===== config.mk =====
export PLATFORM = sky130hd
export DESIGN_NAME = serializer_word_scheduler
export DESIGN_NICKNAME = d
export VERILOG_FILES = /design/src/rtl/serializer_word_scheduler_pkg.sv /design/src/rtl/serializer_word_scheduler_rr_arbiter.sv /design/src/rtl/serializer_word_scheduler.sv
export SDC_FILE = /design/constraint.sdc
export NUM_CORES = 1
export LEC_CHECK = 0
export BUFFER_PORTS_ARGS = -buffer_cell sky130_fd_sc_hd__buf_4
export CELL_PAD_IN_SITES_DETAIL_PLACEMENT = 0
export CELL_PAD_IN_SITES_GLOBAL_PLACEMENT = 1
export CORE_AREA = 2 2 78 80
export DETAILED_ROUTE_END_ITERATION = 10
export DIE_AREA = 0 0 80 82
export GPL_ROUTABILITY_DRIVEN = 0
export PLACE_DENSITY_LB_ADDON = 0.1
export SYNTH_ARGS = -nofsm -noshare
export SYNTH_HDL_FRONTEND = slang
export SYNTH_SLANG_ARGS = --single-unit

===== constraint.sdc =====
create_clock -name clk1280 -period 4.6 [get_ports clk1280]
set_input_delay 0.69 -clock clk1280 [delete_from_list [all_inputs] [get_ports clk1280]]
set_output_delay 0.69 -clock clk1280 [all_outputs]
set_load 0.1 [all_outputs]

===== src/rtl/serializer_word_scheduler_pkg.sv =====
// Shared definitions for the serializer word scheduler: link state encoding
// and the default training / idle words.
package serializer_word_scheduler_pkg;

    typedef enum logic [1:0] {
        LS_RST   = 2'd0,
        LS_TRAIN = 2'd1,
        LS_RUN   = 2'd2
    } link_state_t;

    localparam logic [7:0] DEF_TRAIN_WORD = 8'hF0;
    localparam logic [7:0] DEF_IDLE_WORD  = 8'hBC;

endpackage


===== src/rtl/serializer_word_scheduler_rr_arbiter.sv =====
// Combinational round-robin arbiter: grants the first requester at or after
// ptr, wrapping modulo N. gnt is one-hot (or zero when nothing requests).
module serializer_word_scheduler_rr_arbiter #(
    parameter int N  = 4,
    parameter int IW = (N > 1) ? $clog2(N) : 1
) (
    input  logic [N-1:0]  req,
    input  logic [IW-1:0] ptr,
    output logic [N-1:0]  gnt,
    output logic [IW-1:0] gnt_idx,
    output logic          any
);

    logic          found;
    logic [IW-1:0] idx;

    // Scan from ptr upward, first hit wins.
    always_comb begin
        gnt     = '0;
        gnt_idx = '0;
        found   = 1'b0;
        idx     = '0;
        any     = |req;
        for (int k = 0; k < N; k++) begin
            idx = IW'((int'(ptr) + k) % N);
            if (!found && req[idx]) begin
                found      = 1'b1;
                gnt[idx]   = 1'b1;
                gnt_idx    = idx;
            end
        end
    end

endmodule


===== src/rtl/serializer_word_scheduler.sv =====
// Word-rate scheduler feeding the serializer din: training burst after reset
// or on request, then round-robin service of the requester word streams,
// idle filler when nobody is valid.
//
//  state    | meaning
//  ---------+------------------------------------------------------------
//  LS_RST   | one quiet cycle after reset releases, serializer disabled
//  LS_TRAIN | TRAIN_WORD every cycle until the burst counter expires
//  LS_RUN   | arbitrated requester words, IDLE_WORD when nothing valid
module serializer_word_scheduler
    import serializer_word_scheduler_pkg::*;
#(
    parameter int                   WORDWIDTH   = 8,
    parameter int                   NREQ        = 4,
    parameter int                   TRAIN_WORDS = 64,
    parameter logic [WORDWIDTH-1:0] TRAIN_WORD  = WORDWIDTH'(DEF_TRAIN_WORD),
    parameter logic [WORDWIDTH-1:0] IDLE_WORD   = WORDWIDTH'(DEF_IDLE_WORD),
    localparam int                  GW          = $clog2(NREQ)
) (
    input  logic                      clk1280,
    input  logic                      reset,
    input  logic                      train_req,
    input  logic [NREQ-1:0]           req_valid,
    input  logic [NREQ*WORDWIDTH-1:0] req_data,
    output logic [NREQ-1:0]           req_ready,
    output logic                      ser_enable,
    output logic [WORDWIDTH-1:0]      ser_din,
    output logic [1:0]                link_state,
    output logic [GW-1:0]             grant_id,
    output logic [15:0]               word_count
);

    localparam int CW = $clog2(TRAIN_WORDS + 1);
    localparam logic [CW-1:0] TRAIN_LAST = CW'(TRAIN_WORDS - 1);
    localparam logic [GW-1:0] PTR_LAST   = GW'(NREQ - 1);

    link_state_t          state;
    logic [CW-1:0]        train_cnt;
    logic [GW-1:0]        rr_ptr;

    logic [NREQ-1:0]      arb_req;
    logic [NREQ-1:0]      arb_gnt;
    logic [GW-1:0]        arb_idx;
    logic                 arb_any;
    logic [WORDWIDTH-1:0] words [NREQ];

    // A retrain request blocks acceptance in the same cycle, so no word is lost.
    assign arb_req    = (state == LS_RUN && !train_req) ? req_valid : '0;
    assign req_ready  = arb_gnt;
    assign link_state = state;

    for (genvar i = 0; i < NREQ; i++) begin : g_words
        assign words[i] = req_data[i*WORDWIDTH +: WORDWIDTH];
    end

    serializer_word_scheduler_rr_arbiter #(
        .N  (NREQ),
        .IW (GW)
    ) u_arb (
        .req     (arb_req),
        .ptr     (rr_ptr),
        .gnt     (arb_gnt),
        .gnt_idx (arb_idx),
        .any     (arb_any)
    );

    // Link FSM with registered serializer outputs, burst counter and rr pointer.
    always_ff @(posedge clk1280) begin
        if (reset) begin
            state      <= LS_RST;
            ser_enable <= 1'b0;
            ser_din    <= '0;
            grant_id   <= '0;
            word_count <= '0;
            train_cnt  <= '0;
            rr_ptr     <= '0;
        end else begin
            case (state)
                LS_RST: begin
                    state      <= LS_TRAIN;
                    ser_enable <= 1'b1;
                    ser_din    <= TRAIN_WORD;
                    train_cnt  <= '0;
                end
                LS_TRAIN: begin
                    ser_enable <= 1'b1;
                    if (train_req) begin
                        train_cnt <= '0;
                        ser_din   <= TRAIN_WORD;
                    end else if (train_cnt == TRAIN_LAST) begin
                        state   <= LS_RUN;
                        ser_din <= IDLE_WORD;
                    end else begin
                        train_cnt <= train_cnt + 1'b1;
                        ser_din   <= TRAIN_WORD;
                    end
                end
                LS_RUN: begin
                    ser_enable <= 1'b1;
                    if (train_req) begin
                        state     <= LS_TRAIN;
                        train_cnt <= '0;
                        ser_din   <= TRAIN_WORD;
                    end else if (arb_any) begin
                        ser_din    <= words[arb_idx];
                        grant_id   <= arb_idx;
                        rr_ptr     <= (arb_idx == PTR_LAST) ? '0 : arb_idx + 1'b1;
                        word_count <= word_count + 16'd1;
                    end else begin
                        ser_din <= IDLE_WORD;
                    end
                end
                default: begin
                    state      <= LS_RST;
                    ser_enable <= 1'b0;
                    ser_din    <= '0;
                end
            endcase
        end
    end

endmodule


==> flow_summary.ini, run 1 <==
[global_route]
antenna_found_initial = 0
grt_pass1_wl_mm = 8.33
grt_max_degree = 28
grt.total_usage_pct = 16.2
first_global_vias = 1758
overflow = 0

[synth]
synth_enable_flop_cells = 0
async_flop_share_pct = 0
ys_ff_latch = 38
syn_avg_cell_area_um2 = 9.03
synth_common_cells = dfxtp_1, nor2_1, mux2i_1
synthFlopType = dfxtp_1
yosysSeqAreaShare_pct = 34.7
yosys.area.top_type = dfxtp_1
synth_most_common_cell = dfxtp_1
synth_nets = 288
synth_warnings = 0
syn_area_mm2 = 0.00219
synth_area_leaders = dfxtp_1, mux2i_1, mux2_2
synth.top_cell.area_share_pct = 34.7
yosys.cell_types.count = 40
syn_inst = 243

[clocking]
clockRootBuffer = clkbuf_8
h-tree-depth = 2
clockBufferDepth = 2
post_cts_resized = 0
ctsHoldBuffers = 0
cts_tree = done
cts_setup_buffers = 0
clkLatencyLatePin_ns = 0.29
path_clk_slew_ns = 0.08
cts_sinks = 38
cts_buffers = 5

[pwr]
switching_power_mw = 0.174
irDropWorstVdd_mv = 0.138
cellPowerDensity_mw_per_mm2 = 226
seq_power_share_pct = 51.6
p_sw_share_pct = 26.9
p_total_mw = 0.646
p_comb_share_pct = 12.0
power.internal_mw = 0.473
clockPowerShare_pct = 36.4
p_leak_nw = 1.29

[detailed_routing]
wire_per_inst_um = 13.4
drtPass1Iterations = 4
drt_first_iter_violations = 93
drc = 0
viasPerCell = 5.02
num_vias = 1938
ant_nets = 0
routed_wl_mm = 5.16

[critical_path]
reg2reg_depth = 8
startpoint = rr_ptr[0]
arrival_ns = 2.98
worstReg2RegEnd = ser_din[2]
critPathKind = register to primary output
r2r_start = rr_ptr[0]
startpoint_type = register
critPathRequiredTime_ns = 3.91
rrSetupSlack_ns = 1.47
crit_path_max_fanout = 14
cp-end-kind = primary output

[die]
die-area_mm2 = 0.00656
core_area_mm2 = 0.00575
die_w_um = 80
start_util_pct = 38.2
io_pins = 72
fp-row-count = 28
die_h_um = 82

[worst_hold_path]
holdPathStages = 2
hold_start = grant_id[0]
whs_endpoint = grant_id[0]
hp-class = register to register

[layout]
n_antenna_cell = 0
fin_nets = 355
drive_above_1_share_pct = 34.4
synthToLayoutAreaGrowth_pct = 30.1

[sta]
rsz0062_at_grt = no
setup_viol = 0
post-route-period-util_pct = 79.7
tightest_slew_ns = 0.944
clock.fmax_mhz = 273
hold_viol = 0
relSlewSlack_pct = 37.1
clock_skew_ns = 0.00632
drv_slew = 0
final.setup.tns_ns = 0
min_period_ns = 3.67

[placement]
portBuffers = 71
post-dp-hpwl_mm = 3.76

[flow_run]
drv_cap = 0

[outcome]
status = completed
critical path, cell delays in order, from the launching register on:
cell and delay (ns):
dfxtp_1 0.65, inv_1 0.20, ha_1 0.45, or3_2 0.50, a22oi_1 0.30, a22oi_1 0.15
o21ai_1 0.13, buf_4 0.31
cells in the final DEF, fill, tap and decap left out, drive strengths merged, types with 8 or more instances in the layout:
cell and count:
a21oi 16, a22oi 9, buf 73, dfxtp 38
mux2 11, mux2i 21, nand2 14, nor2 31
o21ai 8, xnor2 9, xor2 11
kinds of logic after synthesis:
group / after synthesis / synth area share (%)
AO/OA/AOI/OAI: 47 / 14.8
adder cells (fa/ha/maj): 6 / 3.42
XOR/XNOR: 20 / 7.99
buffers and inverters: 20 / 5.08
AND/OR/NAND/NOR: 80 / 18.6
multiplexers: 32 / 15.4
flip-flops: 38 / 34.7
sequential cells by signal (all words and copies together) (netlist names):
register,flops
word_count,16
rr_ptr,2
ser_din,8
grant_id,2
link_state,2
ser_enable,1
train_cnt,7
layer usage:
| layer | up-vias | GRT usage, % | wire, um |
|---|---|---|---|
| met4 | 0 | 4.58 | 59 |
| met5 | - | 0 | 0 |
| met3 | 6 | 4.62 | 367 |
| met1 | 880 | 20.8 | 2400 |
| met2 | 57 | 26.6 | 2340 |
| li1 | 995 | - | - |
worst max path at each step:
stage	to	cells after the start	slack, ns
final	req_ready[3]	7	0.93
after global routing	req_ready[2]	7	0.73
after CTS	req_ready[3]	7	0.94
after detailed placement	req_ready[3]	8	1.24
after global placement	req_ready[2]	8	1.31
after floorplan	req_ready[0]	4	0.45
power by group through the flow:
stage                     combinational [mW]  sequential [mW]  clock [mW]
after CTS                             0.0780            0.334       0.247
after floorplan                       0.0219            0.362           0
after global placement                0.0776            0.341           0
final                                 0.0773            0.334       0.235
after detailed placement              0.0777            0.342           0
after global routing                  0.0830            0.334       0.262
metrics by stage:
stage	std cells	hold slack [ns]	area (um^2)	util, %	worst slack (ns)
CTS	386	0.460	2850	49.7	0.941
global route	386	0.478	2850	49.7	0.734
global placement	378	0.443	2760	48.1	1.31
detailed placement	378	0.448	2760	48.1	1.24
floorplan	243	0.458	2190	-	0.445
finish	386	0.457	2850	49.7	0.934
layout make-up:
cell class	instances	area, um^2
clock buffers	5	68.8
repair buffers	73	548
flip-flops and latches	38	761
clock inverters	3	21.3
well taps	75	93.8
multi-input cells	185	1340
fillers	582	2890
inverters	7	26.3
(Power assumes the default switching activity.)
==> inputs of run 2 (changes only) <==
--- a/config.mk
+++ b/config.mk
@@ -8,9 +8,9 @@
 export BUFFER_PORTS_ARGS = -buffer_cell sky130_fd_sc_hd__buf_4
 export CELL_PAD_IN_SITES_DETAIL_PLACEMENT = 0
 export CELL_PAD_IN_SITES_GLOBAL_PLACEMENT = 1
-export CORE_AREA = 2 2 78 80
+export CORE_AREA = 2 2 80 82
 export DETAILED_ROUTE_END_ITERATION = 10
-export DIE_AREA = 0 0 80 82
+export DIE_AREA = 0 0 82 84
 export GPL_ROUTABILITY_DRIVEN = 0
 export PLACE_DENSITY_LB_ADDON = 0.1
 export SYNTH_ARGS = -nofsm -noshare
==> constraint.sdc (replaced) <==
create_clock -name clk1280 -period 3.57 [get_ports clk1280]
set_input_delay 0.5355 -clock clk1280 [delete_from_list [all_inputs] [get_ports clk1280]]
set_output_delay 0.5355 -clock clk1280 [all_outputs]
set_load 0.1 [all_outputs]
==> flow_summary.ini, run 2 (synthesized netlist as in run 1, its figures left out) <==
[clocking]
h-tree-depth = 2
clockRootBuffer = clkbuf_8
clockBufferDepth = 2
cts_setup_buffers = 0
clkLatencyLatePin_ns = 0.29
post_cts_resized = 0
ctsHoldBuffers = 0
cts_sinks = 38
cts_buffers = 5
path_clk_slew_ns = 0.09
cts_tree = done

[die]
die_h_um = 84
die-area_mm2 = 0.00689
core_area_mm2 = 0.00610
start_util_pct = 36.0
io_pins = 72
fp-row-count = 29
die_w_um = 82

[critical_path]
reg2reg_depth = 8
critical-path-slowest-cell = or3_2
path_delay_family = compound AO/OA/AOI/OAI gates
cp_num_buf_inv = 2
critPathKind = register to primary output
worstReg2RegEnd = ser_din[4]
critPathRequiredTime_ns = 3.03
arrival_ns = 2.52
path_cells = inv_1 -> ha_1 -> or3_2 -> a22oi_1 -> a22oi_1 -> o21ai_2 -> buf_4
startpoint_type = register
cpPeakStageDelay_ns = 0.50
rrSetupSlack_ns = 1.06
critPathMostFrequentCell = a22oi_1
crit_path_max_fanout = 9
r2r_start = rr_ptr[0]
cp-end-kind = primary output

[detailed_routing]
drc = 0
routed_wl_mm = 5.17
wl_met3_um = 316
num_vias = 1942
dr.max_layer_used = met4
drtPass1Iterations = 4
wl_met2_mm = 2.42
drt_first_iter_violations = 48
ant_nets = 0
wl_met1_mm = 2.37
viasPerCell = 4.94
wire_per_inst_um = 13.2

[layout]
max_flop_register = word_count
layout_common_cells = buf_4, dfxtp_1, nor2_1
n_antenna_cell = 0
synthToLayoutAreaGrowth_pct = 35.4
utilization_pct = 48.7
drive_above_1_share_pct = 36.7
largest_reg_flops = 16
fin_nets = 360
reg_top3 = word_count: 16 flops, ser_din: 8 flops, train_cnt: 7 flops
instances_no_fill = 393
final_common_cell = buf_4

[placement]
dp.cells = 385
dpl_worst_slack_ns = 0.680
portBuffers = 71
post-dp-hpwl_mm = 3.85

[global_route]
grt_pass1_wl_mm = 8.64
first_global_vias = 1861
overflow = 0
grt_max_degree = 28
antenna_found_initial = 0
grt.total_usage_pct = 15.8

[sta]
min_period_ns = 3.06
rsz0062_at_grt = no
clock.fmax_mhz = 327
tightest_slew_ns = 0.734
post-route-period-util_pct = 85.7
final.setup.tns_ns = 0
clock_skew_ns = 0.0126
relSlewSlack_pct = 51.0
setup_viol = 0
drv_slew = 0
hold_viol = 0
fin_ws_ns = 0.512

[pwr]
irDropWorstVdd_mv = 0.189
p_leak_nw = 1.35
cellPowerDensity_mw_per_mm2 = 326
p_total_mw = 0.968

[worst_hold_path]
holdPathStages = 2
hp-class = register to register
whs_endpoint = grant_id[1]
hold_start = grant_id[1]

[flow_run]
drv_cap = 0

[outcome]
status = completed
-- run 2: power by group --
group / switching (mW) / internal (mW)
clock: 0.159 / 0.280
sequential: 0.00243 / 0.428
combinational: 0.0555 / 0.0442
-- run 2: final cells by class --
| class | count | area (um^2) |
|---|---|---|
| Inverter | 7 | 26.3 |
| Multi-Input combinational cell | 185 | 1350 |
| Timing Repair Buffer | 78 | 598 |
| Tap cell | 77 | 96.3 |
| Sequential cell | 38 | 761 |
| Clock buffer | 5 | 68.8 |
| Clock inverter | 3 | 68.8 |
| Fill cell | 616 | 3130 |
-- run 2: how the worst max path moves through the flow --
stage,from,endpoint,slack [ns],depth (start not counted)
floorplan,link_state[1],req_ready[0],0.09,4
global placement,train_req,req_ready[2],0.68,7
detailed placement,train_req,req_ready[2],0.68,7
CTS,rr_ptr[0],req_ready[2],0.50,7
global route,link_state[1],req_ready[2],0.34,6
finish,rr_ptr[0],req_ready[2],0.51,7
-- run 2: per-layer routing --
| metal | global-route usage (%) | up-vias |
|---|---|---|
| met5 | 0 | - |
| met1 | 20.6 | 887 |
| met2 | 25.8 | 47 |
| met3 | 4.00 | 6 |
| li1 | - | 1002 |
| met4 | 4.09 | 0 |
-- run 2: metrics by stage --
stage / hold WS [ns] / instance area, um^2
2_1_floorplan: 0.458 / 2210
3_3_place_gp: 0.446 / 2830
3_5_place_dp: 0.453 / 2830
4_1_cts: 0.475 / 2970
5_1_grt: 0.514 / 2970
6_report: 0.474 / 2970
-- run 2: worst reg2reg max path, cell delays in order (launching register included) --
cell and delay (ns):
dfxtp_1 0.33, inv_1 0.10, ha_1 0.46, nand2b_1 0.11, o31ai_1 0.21, nor4_1 0.08, a32oi_2 0.61, mux2_2 0.42
a21oi_1 0.14
